**src/rtl/regfile_wb_scheduler.sv**
```systemverilog
// Register-file write-port scheduler and long-latency scoreboard.
// Pipeline writeback always wins the single write port; a one-entry hold buffer
// parks a long-latency result that lost arbitration, and a starvation counter
// asks upstream for a writeback bubble when that entry waits too long.
module regfile_wb_scheduler #(
    parameter int unsigned MAX_WAIT = 4
) (
    input  logic        clk,
    input  logic        rst,
    input  logic        wb_valid,
    input  logic [4:0]  wb_rd,
    input  logic [31:0] wb_data,
    input  logic        lu_valid,
    output logic        lu_ready,
    input  logic [4:0]  lu_rd,
    input  logic [31:0] lu_data,
    input  logic        issue_valid,
    input  logic [4:0]  issue_rd,
    output logic        issue_ready,
    input  logic [4:0]  id_rs,
    input  logic [4:0]  id_rt,
    input  logic [4:0]  id_rd,
    output logic        id_stall,
    output logic        wb_stall_req,
    output logic        RegWrite,
    output logic [4:0]  Write_register,
    output logic [31:0] Write_data
);

    localparam logic [3:0] WaitLast = 4'(MAX_WAIT - 1);

    logic [31:0] busy_q, busy_d;
    logic        hold_valid_q, hold_valid_d;
    logic [4:0]  hold_rd_q, hold_rd_d;
    logic [31:0] hold_data_q, hold_data_d;
    logic [3:0]  wait_cnt_q, wait_cnt_d;
    logic        stall_req_q, stall_req_d;
    logic        we_q, we_d;
    logic [4:0]  wr_q, wr_d;
    logic [31:0] wd_q, wd_d;
    // Pending scoreboard clear for the long-latency write currently on the port
    logic        clr_valid_q, clr_valid_d;
    logic [4:0]  clr_rd_q, clr_rd_d;

    logic        lu_xfer;
    logic        grant;
    logic        grant_lu;
    logic        lost;

    assign lu_ready     = ~hold_valid_q;
    assign issue_ready  = ~busy_q[issue_rd];
    assign wb_stall_req = stall_req_q;
    assign RegWrite     = we_q;
    assign Write_register = wr_q;
    assign Write_data   = wd_q;

    // busy_q[0] is held at zero, so the rd != 0 terms are implicit
    assign id_stall = busy_q[id_rs] | busy_q[id_rt] | busy_q[id_rd];

    // Write-port arbitration: pipeline first, then hold entry, then a direct
    // long-latency bypass when the hold entry is empty and the port is idle.
    always_comb begin
        lu_xfer      = lu_valid & ~hold_valid_q;
        grant        = 1'b0;
        grant_lu     = 1'b0;
        wr_d         = wr_q;
        wd_d         = wd_q;
        hold_valid_d = hold_valid_q;
        hold_rd_d    = hold_rd_q;
        hold_data_d  = hold_data_q;
        if (wb_valid) begin
            grant = 1'b1;
            wr_d  = wb_rd;
            wd_d  = wb_data;
            if (lu_xfer) begin
                hold_valid_d = 1'b1;
                hold_rd_d    = lu_rd;
                hold_data_d  = lu_data;
            end
        end else if (hold_valid_q) begin
            grant        = 1'b1;
            grant_lu     = 1'b1;
            wr_d         = hold_rd_q;
            wd_d         = hold_data_q;
            hold_valid_d = 1'b0;
        end else if (lu_xfer) begin
            grant    = 1'b1;
            grant_lu = 1'b1;
            wr_d     = lu_rd;
            wd_d     = lu_data;
        end
        we_d        = grant & (wr_d != 5'd0);
        clr_valid_d = grant_lu & (wr_d != 5'd0);
        clr_rd_d    = wr_d;
    end

    // Starvation counter: counts cycles the hold entry is valid but loses the port
    always_comb begin
        lost = hold_valid_q & wb_valid;
        if (lost) begin
            wait_cnt_d  = (wait_cnt_q == 4'hf) ? wait_cnt_q : wait_cnt_q + 4'd1;
            stall_req_d = stall_req_q | (wait_cnt_q == WaitLast);
        end else begin
            wait_cnt_d  = 4'd0;
            stall_req_d = 1'b0;
        end
    end

    // Scoreboard: clear lands with the register-file write, set on dispatch
    always_comb begin
        busy_d = busy_q;
        if (clr_valid_q) begin
            busy_d[clr_rd_q] = 1'b0;
        end
        if (issue_valid && issue_ready && issue_rd != 5'd0) begin
            busy_d[issue_rd] = 1'b1;
        end
        busy_d[0] = 1'b0;
    end

    // State and registered write-port outputs
    always_ff @(posedge clk) begin
        if (rst) begin
            busy_q       <= '0;
            hold_valid_q <= 1'b0;
            hold_rd_q    <= '0;
            hold_data_q  <= '0;
            wait_cnt_q   <= '0;
            stall_req_q  <= 1'b0;
            we_q         <= 1'b0;
            wr_q         <= '0;
            wd_q         <= '0;
            clr_valid_q  <= 1'b0;
            clr_rd_q     <= '0;
        end else begin
            busy_q       <= busy_d;
            hold_valid_q <= hold_valid_d;
            hold_rd_q    <= hold_rd_d;
            hold_data_q  <= hold_data_d;
            wait_cnt_q   <= wait_cnt_d;
            stall_req_q  <= stall_req_d;
            we_q         <= we_d;
            wr_q         <= wr_d;
            wd_q         <= wd_d;
            clr_valid_q  <= clr_valid_d;
            clr_rd_q     <= clr_rd_d;
        end
    end

endmodule

```
**config.mk**
```make
export PLATFORM = sky130hd
export DESIGN_NAME = regfile_wb_scheduler
export DESIGN_NICKNAME = d
export VERILOG_FILES = /design/src/rtl/regfile_wb_scheduler.sv
export SDC_FILE = /design/constraint.sdc
export NUM_CORES = 1
export LEC_CHECK = 0
export ABC_CLOCK_PERIOD_IN_PS = 3400
export CAP_MARGIN = 40
export CORE_MARGIN = 2
export CORE_UTILIZATION = 38
export DETAILED_ROUTE_END_ITERATION = 12
export GPL_ROUTABILITY_DRIVEN = 0
export MAX_ROUTING_LAYER = met4
export PLACE_DENSITY = 0.62
export SLEW_MARGIN = 30
export SYNTH_ARGS = -nofsm -noshare
export SYNTH_HDL_FRONTEND = slang
export SYNTH_SLANG_ARGS = --single-unit
```
**constraint.sdc**
```tcl
create_clock -name clk -period 3.4 [get_ports clk]
set_input_delay 0.85 -clock clk [delete_from_list [all_inputs] [get_ports clk]]
set_output_delay 0.85 -clock clk [all_outputs]
set_load 0.005 [all_outputs]
```
==> results.txt, run 1 <==
Registers take around 0.0023 mm2. The data required time at the worst endpoint came out at 2.55 ns. The via-per-instance ratio came out at 5.540.

The post-synth net total is ~810. The number of global-route vias before repair came out at about 6000. The setup-violating endpoint count in the final report is 0.

The cell family contributing the most delay on the critical path is multiplexers. The slowest library cell on the worst path is sky130_fd_sc_hd__mux4_2. The number of nets in the final layout came out at just under 1000. The count of endpoints failing hold in the final timing report came to 0. Setup repair after global routing could not meet its margin everywhere. The gate count of the mapped netlist came out at a little over 700. The number of register bits inferred by synthesis came out at roughly 110.

The number of antenna violations at the first check in global routing is 1. The length of the first detailed-routing pass in iterations came out at 5. The total number of clock tree sinks came out at 113. The critical path contains buffers and inverters numbering 2 combined. The most used flip-flop cell after synthesis is sky130_fd_sc_hd__dfxtp_1. The top achievable clock speed is a little under 0.3 GHz. TritonCTS built the clock tree. Relative to the synthesized area, the layout overhead comes to 39.80%. The worst setup path is of the in -> out kind. The root buffer cell chosen for the clock tree is sky130_fd_sc_hd__clkbuf_16. The floorplan step defined a die boundary enclosing 0.01692 mm2.

The core region area is approximately 0.016 mm2. The effective utilization at floorplan came out at around 38%. The height of the die came out at between 100 and 150 um. Leaving out filler cells and counting taps, the final layout contains 1090. The layout cell share with drive strength beyond 1 is 17.18%. The number of pins with negative max-slew slack in the final report is 0. The number of remaining DRC errors is 0. The synthesized cell area is between 0.006 and 0.007 mm2. The placement row count came out at 46. The final cycle utilization of the critical path is 98.98%.

The worst vdd rail ir drop is between 0.3 and 0.4 mV. The peak per-stage delay on the critical path is 0.50 ns. At the pin with the least slew margin, the transition time is between 0.6 and 0.7 ns. The worst clock skew on the final layout came out at ~0.0054 ns. The data arrival time of the worst path is approximately 2.5 ns.

For the finished layout, the period the worst path requires is between 3 and 4 ns. The via count came out at 6039. The max capacitance violation total is 0. The count of routing violations after the opening detailed-route iteration is 468. The worst slack at placement came out at -0.7311 ns. The H-tree generated during clock tree synthesis spans 4 levels. The reported leakage power is 3.120 nW. After detailed placement, the design holds a cell count of approximately 1100. Global routing used about a quarter of the available tracks across all layers. The netlist uses 51 different library cells.

The tightest hold path in the finished design has a slack of approximately 0.45 ns. The final layout contains routed wiring with a total length of ~20 mm. Port buffering added between 100 and 150 buffers.

Dividing total power by cell area gives a power density of 428.1 mW/mm2. The worst hold path belongs to the class reg -> reg. The half-perimeter wire length after placement came out at 14.07 mm. The total CTS buffers is 17. The area of combinational cells with multiple inputs came out at between 0.003 and 0.004 mm2. The clock tree buffer depth is 2.

The part of the Yosys area used for sequential elements came out at 37.44%. The number of flops mapped to enable cells by yosys is 0. The count of pins on the block boundary is 141. The power after layout came out at approximately 3.6 mW. The chip width is 130.1 um. For this run, asynchronously set or reset flops after synthesis account for 0%. The critical path launch point type is an input port. After filler insertion, the fill cell instance count of the layout stands at around 1500. The run finished with clean final reports.

Traced cell by cell, the critical path runs through buf_2 -> mux4_2 -> and4b_1 -> a21oi_2 -> o311a_1 -> and4_1 -> nand2_1 -> dlygate4sd2_1. The average detailed-routed wire length per instance came out at around 18 um. The number of warnings reported in the yosys synthesis log came out at 0. The final global-route overflow total is 0.

The maximum number of pins on one net before global-route repair is 65. The latest clock arrival within the worst-skew pair is approximately 0.41 ns. The synthesized area per cell is 8.522 um2. The worst slew margin relative to its limit came out at 57.38%. Setup slack closes at 0.03476 ns. The first global-routing pass estimated 30.87 mm of wire.

The worst setup path is captured at a primary output. The top fanout value on the critical path came out at 4. The number of nets still failing antenna checks after routing is 0.

The clock-pin slew of the registers on the worst-case setup and hold paths is 0.05 ns.
==> Yosys cell counts, types with 16 or more instances <==
library cell               number  area (um2)
sky130_fd_sc_hd__o21ai_0       32       160.2
sky130_fd_sc_hd__a21oi_1       86       430.4
sky130_fd_sc_hd__a221oi_1      16       140.1
sky130_fd_sc_hd__nor2_1        83       311.6
sky130_fd_sc_hd__mux4_2        28       630.6
sky130_fd_sc_hd__clkbuf_1      43       161.4
sky130_fd_sc_hd__nand2_1      113       424.2
sky130_fd_sc_hd__dfxtp_1      113        2262
sky130_fd_sc_hd__nand3b_1      21       157.7
sky130_fd_sc_hd__mux2i_1       20       200.2
sky130_fd_sc_hd__mux2_2        18       202.7
==> layout make-up <==
type / instances / area share [%]
antenna: 1 / 0.02963
clock buffer: 26 / 5.792
clock inverter: 5 / 0.6369
inverter: 6 / 0.2666
multi-input combinational: 532 / 42.38
sequential: 113 / 26.80
tap: 216 / 3.200
timing repair buffer: 191 / 20.90
==> power by group <==
group / total [mW] / internal (mW) / switching (mW)
Clock: 1.64 / 1.05 / 0.582
Sequential: 1.43 / 1.38 / 0.0476
Combinational: 0.547 / 0.300 / 0.247
Total: 3.62 / 2.74 / 0.877
==> cells by family (layout without fill, tap and decap cells) <==
kind of cell / Yosys count / count (layout) / share of synthesized area [%]
simple gates: 292 / 292 / 23.13
compound gates: 171 / 171 / 17.23
flops: 113 / 113 / 37.44
mux: 67 / 67 / 17.54
buf+inv: 64 / 228 / 4.307
fa+ha+maj: 1 / 1 / 0.2070
xor+xnor: 1 / 1 / 0.1450
other cells: 0 / 1 / 0
==> cell usage in the layout (no fill, tap or decap), types with 13 or more instances in the layout <==
cell                                n
sky130_fd_sc_hd__clkdlybuf4s50_1  124
sky130_fd_sc_hd__nand2_1          113
sky130_fd_sc_hd__dfxtp_1          112
sky130_fd_sc_hd__nor2_1            83
sky130_fd_sc_hd__a21oi_1           83
sky130_fd_sc_hd__buf_4             50
sky130_fd_sc_hd__o21ai_0           32
sky130_fd_sc_hd__mux4_2            28
sky130_fd_sc_hd__nand3b_1          21
sky130_fd_sc_hd__mux2i_1           20
sky130_fd_sc_hd__mux2_2            18
sky130_fd_sc_hd__clkbuf_16         17
sky130_fd_sc_hd__and3_1            14
sky130_fd_sc_hd__nor2b_1           13
sky130_fd_sc_hd__a221oi_1          13
==> worst paths after layout <==
check                                     start              end  slack, ns  cells after the start
worst min register to register  hold_data_q[30]  hold_data_q[30]       0.45                      2
worst max-delay path                   id_rs[2]         id_stall       0.03                      8
worst max register to register       busy_q[10]       busy_q[10]       1.40                      6
worst min-delay path            hold_data_q[30]  hold_data_q[30]       0.45                      2
==> repair_timing <==
| action | CTS | global route |
|---|---|---|
| pin swaps | 2 | 4 |
| resized for setup | 36 | 18 |
| endpoints found under the hold margin | 0 | 0 |
| hold buffers | 0 | 0 |
| setup endpoints to repair | 2 | 2 |
| buffers inserted | 1 | 0 |
==> worst min-delay path: cells and delay by family, from the launching register on <==
family | cells | cell delay [ns]
compound gates | 1 | 0.05
flops | 1 | 0.30
simple gates | 1 | 0.05
==> routing by layer <==
metal	global-route usage (%)	vias up	part of all wire [%]	wire, um
met5	-	-	0	0
met4	8.412	0	2.8	561
met3	8.487	44	8.3	1659
met2	38.99	250	48	9568
met1	28.44	2872	41	8209
li1	-	2873	-	-
==> flip-flops by register name (all words and copies together), names as in the netlist <==
name and count:
clr_valid_q 1, clr_rd_q 5, hold_rd_q 5, Write_data 32
wait_cnt_q 4, wb_stall_req 1, hold_data_q 32, busy_q 31
RegWrite 1, hold_valid_q 1
==> stage by stage <==
step	TNS, ns	util [%]	area, um2
2_1_floorplan	0	-	6042
3_3_place_gp	-1.147	49.99	7855
3_5_place_dp	-1.205	49.99	7855
4_1_cts	0	53.61	8423
5_1_grt	-0.09988	53.76	8447
6_report	0	53.76	8447
No activity file was read; power rests on OpenSTA's default activity.
==> run 2: changes to the inputs <==
--- a/config.mk
+++ b/config.mk
@@ -13,6 +13,7 @@
 export GPL_ROUTABILITY_DRIVEN = 0
 export MAX_ROUTING_LAYER = met4
 export PLACE_DENSITY = 0.62
+export SKIP_LAST_GASP = 1
 export SLEW_MARGIN = 30
 export SYNTH_ARGS = -nofsm -noshare
 export SYNTH_HDL_FRONTEND = slang
==> results.txt, run 2 (synthesized netlist as in run 1, its figures left out) <==
The path depth of the worst reg2reg path came out at 6 (unchanged). The placement row count was 46 (unchanged). The flop-to-flop setup slack is 1.40 ns (about the same). The worst slew margin relative to its limit came to 57.44% (was 57.38%). The worst hold slack came to 0.4533 ns (was 0.4532 ns). Ordered cell list for the critical path: buf_2 -> mux4_2 -> and4b_1 -> a21oi_2 -> o311a_1 -> and4_1 -> nand2_1 -> dlygate4sd2_1 (unchanged). The number of nets still failing antenna checks after routing is 0 (unchanged).

The reported leakage power was 3.124 nW (was 3.120 nW). The data required time at the worst endpoint is 2.55 ns (about the same). Most used cells in the layout excluding fill and tap cells: sky130_fd_sc_hd__clkdlybuf4s50_1 (124), sky130_fd_sc_hd__nand2_1 (113), sky130_fd_sc_hd__dfxtp_1 (112) (unchanged). The via-per-instance ratio is 5.579 (was 5.540).

The final global-route overflow total came to 0 (unchanged). The worst vdd rail ir drop came out at 0.3256 mV (was 0.3284 mV). The data arrival time of the worst path was 2.54 ns (was 2.52 ns). The top achievable clock speed came out at 0.2952 GHz (was 0.2972 GHz). The aggregate routed wire length came out at 19.90 mm (was 20.00 mm). The number of nets in the final layout is 961 (unchanged). The number of remaining DRC errors is 0 (unchanged).

The worst hold-check path type is reg -> reg (unchanged). The power density of the placed cells is 427.9 mW/mm2 (was 428.1 mW/mm2). The core region area was 0.01571 mm2 (unchanged). The type of the worst setup path is in -> out (unchanged). The capture instance of the worst register-to-register path is busy_q[10] (unchanged). The total number of cells along the worst setup path is 8 (unchanged).

The effective utilization at floorplan was 38.45% (unchanged). The latest clock arrival within the worst-skew pair came out at 0.40 ns (was 0.41 ns). The total CTS buffers came out at 17 (unchanged).

The transition time at the pin with the least slew margin came out at 0.6384 ns (was 0.6393 ns). The half-perimeter wire length after placement came out at 14.07 mm (unchanged). The number of buffers and inverters on the critical path is 2 (unchanged). The max capacitance violation total is 0 (unchanged). The endpoint class of the critical path is a primary output (unchanged). The number of pins with negative max-slew slack in the final report came out at 0 (unchanged).

The TritonCTS clock tree is yes (unchanged). The category of cells accounting for the largest share of critical-path delay is multiplexers (unchanged). The count of endpoints failing hold in the final timing report was 0 (unchanged). The slowest library cell on the worst path was sky130_fd_sc_hd__mux4_2 (unchanged). The via count came out at 6081 (was 6039).

The critical path capture point is id_stall (unchanged). The top fanout value on the critical path came out at 4 (unchanged). The chip width is 130.1 um (unchanged). The maximum number of pins on one net before global-route repair is 65 (unchanged). Result of the run: completed (unchanged). The first-pass GRT wire length came out at 30.87 mm (unchanged). The area of the die is 0.01692 mm2 (unchanged).

The clock tree buffer depth was 2 (unchanged). The number of global-route vias before repair came out at 5991 (was 5995). The number of hold-repair buffers added at the cts stage is 0 (unchanged). The layout cell share with drive strength beyond 1 is 17.07% (was 17.18%). The count of pins on the block boundary came out at 141 (unchanged). Setup repair after global routing missed its margin: true (unchanged).

The total number of clock tree sinks is 113 (unchanged). The peak per-stage delay on the critical path is 0.50 ns (about the same). The launch instance of the worst min-delay path is hold_data_q[30] (unchanged). The number of antenna violations at the first check in global routing is 1 (unchanged). The length of the first detailed-routing pass in iterations came out at 6 (was 5).

The source of the worst register-to-register timing path is busy_q[10] (unchanged). The total global-route track usage came out at 24.31% (unchanged). The timing startpoint of the critical path was id_rs[2] (unchanged). The average detailed-routed wire length per instance is 18.26 um (was 18.35 um). The height of the die is 130.1 um (unchanged). The area added between synthesis and finish came out at 39.74% (was 39.80%). The setup-violating endpoint count in the final report is 0 (unchanged). The power after layout came out at 3.613 mW (was 3.616 mW). The critical path launch point type is an input port (unchanged). The final cycle utilization of the critical path came out at 99.64% (was 98.98%).

The clock-pin slew of the registers on the worst-case setup and hold paths came out at 0.05 ns (about the same). The number of levels the H-tree was split into came out at 4 (unchanged). The leading cell type in the layout, fill and taps excluded is sky130_fd_sc_hd__clkdlybuf4s50_1 (unchanged). The quantity of I/O buffers inserted on ports came out at 140 (unchanged). The worst clock skew on the final layout is 0.006856 ns (was 0.005388 ns). The buffer type at the clock tree root is sky130_fd_sc_hd__clkbuf_16 (unchanged). The count of routing violations after the opening detailed-route iteration came to 481 (was 468). The shortest clock period the worst path allows after layout came out at 3.388 ns (was 3.365 ns).
## run 2: cell types whose count changed in the layout (fill, tap and decap cells not counted), sizes merged
cell,change
dlymetal6s2s,+1
clkdlybuf4s15,-1
## run 2: final cells by class
type	count	area, um2
fillers	1465	7269
multi-input cells	532	3573
flip-flops and latches	113	2263
repair buffers	191	1768
clock buffers	26	489.2
well taps	216	270.3
clock inverters	5	53.80
inverters	6	22.52
diodes	1	2.502
## run 2: routing by layer
| metal | vias to the layer above | routed length [um] | global-route usage, % |
|---|---|---|---|
| met5 | - | 0 | - |
| met4 | 0 | 570 | 8.412 |
| met3 | 50 | 1714 | 8.487 |
| met2 | 264 | 9463 | 38.99 |
| met1 | 2884 | 8149 | 28.44 |
| li1 | 2883 | - | - |
## run 2: where the power goes
part,internal [mW],switching [mW],total (mW),leakage [nW]
combinational,0.300,0.246,0.546,1.93
clock,1.05,0.580,1.63,0.268
sequential,1.38,0.0473,1.43,0.924
## run 2: how the worst min path moves through the flow
stage,endpoint,cells after the start
after global routing,hold_rd_q[2],2
after detailed placement,hold_data_q[30],2
after CTS,hold_data_q[30],2
final,hold_data_q[30],2
after floorplan,hold_data_q[11],2
after global placement,hold_data_q[21],2
## run 2: what timing repair did
item | 4_1_cts | 5_1_grt
hold endpoints to repair | 0 | 0
gates resized for setup | 30 | 22
setup endpoints to repair | 2 | 2
pin swaps | 1 | 4
setup buffers | 1 | 0
## run 2: worst min-delay path, stage by stage (launching register included)
cell                      delay (ns)
sky130_fd_sc_hd__dfxtp_1        0.30
sky130_fd_sc_hd__nand2_1        0.05
sky130_fd_sc_hd__a21oi_1        0.05
## run 2: through the flow
step,setup WS [ns],cell area (um2),utilization (%),setup TNS (ns),std cells
after floorplan,0.2311,6042,-,0,709
after global placement,-0.6660,7855,49.99,-1.147,1056
after detailed placement,-0.7311,7855,49.99,-1.205,1056
after CTS,-0.07863,8428,53.64,-0.07863,1088
after global routing,-0.06048,8443,53.73,-0.09894,1090
final,0.01236,8443,53.73,0,1090
==> run 3: changes to the inputs <==
--- a/config.mk
+++ b/config.mk
@@ -7,7 +7,7 @@
 export LEC_CHECK = 0
 export ABC_CLOCK_PERIOD_IN_PS = 3400
 export CAP_MARGIN = 40
-export CORE_MARGIN = 2
+export CORE_MARGIN = 3
 export CORE_UTILIZATION = 38
 export DETAILED_ROUTE_END_ITERATION = 12
 export GPL_ROUTABILITY_DRIVEN = 0
==> results.txt, run 3 (synthesized netlist as in run 1, its figures left out) <==
The core region area came to 0.01537 mm2 (was 0.01571 mm2). The worst slew margin relative to its limit came out at 48.38% (was 57.44%). The data arrival time of the worst path came out at 2.48 ns (was 2.54 ns). The via-per-instance ratio was 5.715 (was 5.579). The count of routing violations after the opening detailed-route iteration came out at 691 (was 481). The setup-violating endpoint count in the final report came to 0 (unchanged). The TritonCTS clock tree is yes (unchanged). Most used cells in the layout excluding fill and tap cells: sky130_fd_sc_hd__clkdlybuf4s50_1 (125), sky130_fd_sc_hd__nand2_1 (113), sky130_fd_sc_hd__dfxtp_1 (112) (was sky130_fd_sc_hd__clkdlybuf4s50_1 (124), sky130_fd_sc_hd__nand2_1 (113), sky130_fd_sc_hd__dfxtp_1 (112)). The top achievable clock speed came out at 0.3000 GHz (was 0.2952 GHz). The peak per-stage delay on the critical path is 0.51 ns (was 0.50 ns).

The latest clock arrival within the worst-skew pair came out at 0.42 ns (was 0.40 ns). The number of antenna violations at the first check in global routing is 0 (was 1). The top fanout value on the critical path came to 2 (was 4). The maximum number of pins on one net before global-route repair came out at 61 (was 65). Setup repair after global routing missed its margin: true (unchanged). The total number of clock tree sinks came out at 113 (unchanged). The share of the core filled with cells in the final layout came out at 54.80% (was 53.73%).

The placement row count is 45 (was 46). The worst clock skew on the final layout came out at 0.008068 ns (was 0.006856 ns). The length of the first detailed-routing pass in iterations came out at 5 (was 6). The total global-route track usage came to 23.60% (was 24.31%). The number of instances in the placed design came out at 1046 (was 1056). The max capacitance violation total came to 0 (unchanged). The effective utilization at floorplan came out at 39.31% (was 38.45%).

The endpoint class of the critical path is a primary output (unchanged). The critical path launch point type is an input port (unchanged). The clock-pin slew of the registers on the worst-case setup and hold paths was 0.05 ns (about the same). The shortest clock period the worst path allows after layout is 3.333 ns (was 3.388 ns).

The number of pins with negative max-slew slack in the final report is 0 (unchanged). The post-CTS setup buffer count came out at 0 (was 1). The height of the die came out at 132.1 um (was 130.1 um). The power density of the placed cells was 445.4 mW/mm2 (was 427.9 mW/mm2). The number of non-filler instances in the completed layout is 1078 (was 1090). The number of hold-repair buffers added at the cts stage came out at 0 (unchanged). The aggregate routed wire length is 20.07 mm (was 19.90 mm). The number of nets in the final layout came to 954 (was 961). The number of levels the H-tree was split into came out at 4 (unchanged).

The busiest layer in global routing was met2 (unchanged). The met2 capacity usage during global routing is 37.63% (was 38.99%). The slowest library cell on the worst path is sky130_fd_sc_hd__mux4_2 (unchanged). The count of pins on the block boundary came out at 141 (unchanged). The layout cell share with drive strength beyond 1 is 16.38% (was 17.07%). The quantity of I/O buffers inserted on ports is 140 (unchanged). The chip width came out at 132.1 um (was 130.1 um). The area added between synthesis and finish is 39.41% (was 39.74%).

The number of remaining DRC errors is 0 (unchanged). The clock tree buffer depth is 2 (unchanged). The reported leakage power is 3.088 nW (was 3.124 nW).

The final global-route overflow total was 0 (unchanged). The first-pass GRT wire length was 32.54 mm (was 30.87 mm). The buffer type at the clock tree root is sky130_fd_sc_hd__clkbuf_16 (unchanged). The worst vdd rail ir drop came to 0.4318 mV (was 0.3256 mV).

The via count came out at 6161 (was 6081). The number of global-route vias before repair is 6274 (was 5991). The data required time at the worst endpoint came out at 2.55 ns (about the same). The worst hold-check path type is reg -> reg (unchanged). The number of nets still failing antenna checks after routing is 0 (unchanged).

The transition time at the pin with the least slew margin came out at 0.7714 ns (was 0.6384 ns). The flop-to-flop setup slack is 1.40 ns (about the same). The final cycle utilization of the critical path was 98.04% (was 99.64%).

The antenna cell count is 0 (was 1). Ordered cell list for the critical path: dlygate4sd2_1 -> mux4_2 -> and4b_1 -> a21oi_1 -> o311a_1 -> and4_1 -> nand2_1 -> buf_2 (was buf_2 -> mux4_2 -> and4b_1 -> a21oi_2 -> o311a_1 -> and4_1 -> nand2_1 -> dlygate4sd2_1). The total CTS buffers was 17 (unchanged).

The leading cell type in the layout, fill and taps excluded is sky130_fd_sc_hd__clkdlybuf4s50_1 (unchanged). The met3 usage in global routing is 7.366% (was 8.487%). The half-perimeter wire length after placement is 14.38 mm (was 14.07 mm). The count of endpoints failing hold in the final timing report is 0 (unchanged).

The global-route met1 utilization was 28.23% (was 28.44%). Result of the run: completed (unchanged). The type of the worst setup path is in -> out (unchanged).

The average detailed-routed wire length per instance is 18.62 um (was 18.26 um). The number of inserted filler cells in the final layout is 1421 (was 1465). The area of the die came out at 0.01745 mm2 (was 0.01692 mm2).
## run 3: changes by cell type in the layout (fill, tap and decap cells not counted), sizes merged
cell,change
buf,-8
bufinv,+1
dlygate4sd2,+4
clkbuf,-10
diode,-1
dlymetal6s2s,-1
inv,+4
clkinvlp,+5
clkdlybuf4s50,+1
clkdlybuf4s15,-1
clkinv,-1
## run 3: cell type report
cell class | count | area, um2 | area share (%)
multi-input combinational | 532 | 3556 | 42.22
clock buffer | 18 | 439.2 | 5.214
clock inverter | 14 | 155.1 | 1.842
timing repair buffer | 184 | 1723 | 20.45
tap | 211 | 264.0 | 3.134
sequential | 113 | 2263 | 26.87
inverter | 6 | 22.52 | 0.2674
## run 3: timing repair
item	in CTS	in global routing
endpoints found under the setup margin	2	2
pin swaps	2	1
gates resized for setup	24	12
## run 3: path summary, 6_finish.rpt
path	from	end	cells past startpoint
max	id_rs[2]	id_stall	8
min	hold_data_q[2]	hold_data_q[2]	2
max reg2reg	hold_valid_q	Write_data[22]	5
min reg2reg	hold_data_q[2]	hold_data_q[2]	2
## run 3: worst max-delay path, delay by kind of cell
family / cells / cell delay [ns]
compound gates: 2 / 0.29
buf+inv: 2 / 0.38
simple gates: 3 / 0.45
mux: 1 / 0.51
## run 3: layer usage
metal | vias to the layer above | routed length, um
li1 | 2869 | -
met1 | 2930 | 8197
met2 | 315 | 9628
met3 | 47 | 1734
met4 | 0 | 514
met5 | - | 0
## run 3: power by group
part | total [mW] | switching [mW] | internal, mW
clock | 1.78 | 0.673 | 1.11
sequential | 1.43 | 0.0463 | 1.38
combinational | 0.543 | 0.249 | 0.295
## run 3: metrics by stage
step                total power [mW]  setup slack, ns  setup TNS [ns]  area, um2  hold slack, ns
floorplan                      1.709           0.2311               0       6042          0.4329
global placement               1.983          -0.6826          -1.141       7811          0.4395
detailed placement             1.999          -0.7146          -1.202       7811          0.4467
CTS                            3.771         -0.01841        -0.01841       8412          0.4550
global route                   3.905        -0.008461       -0.008461       8423          0.4770
finish                         3.751          0.06655               0       8423          0.4543
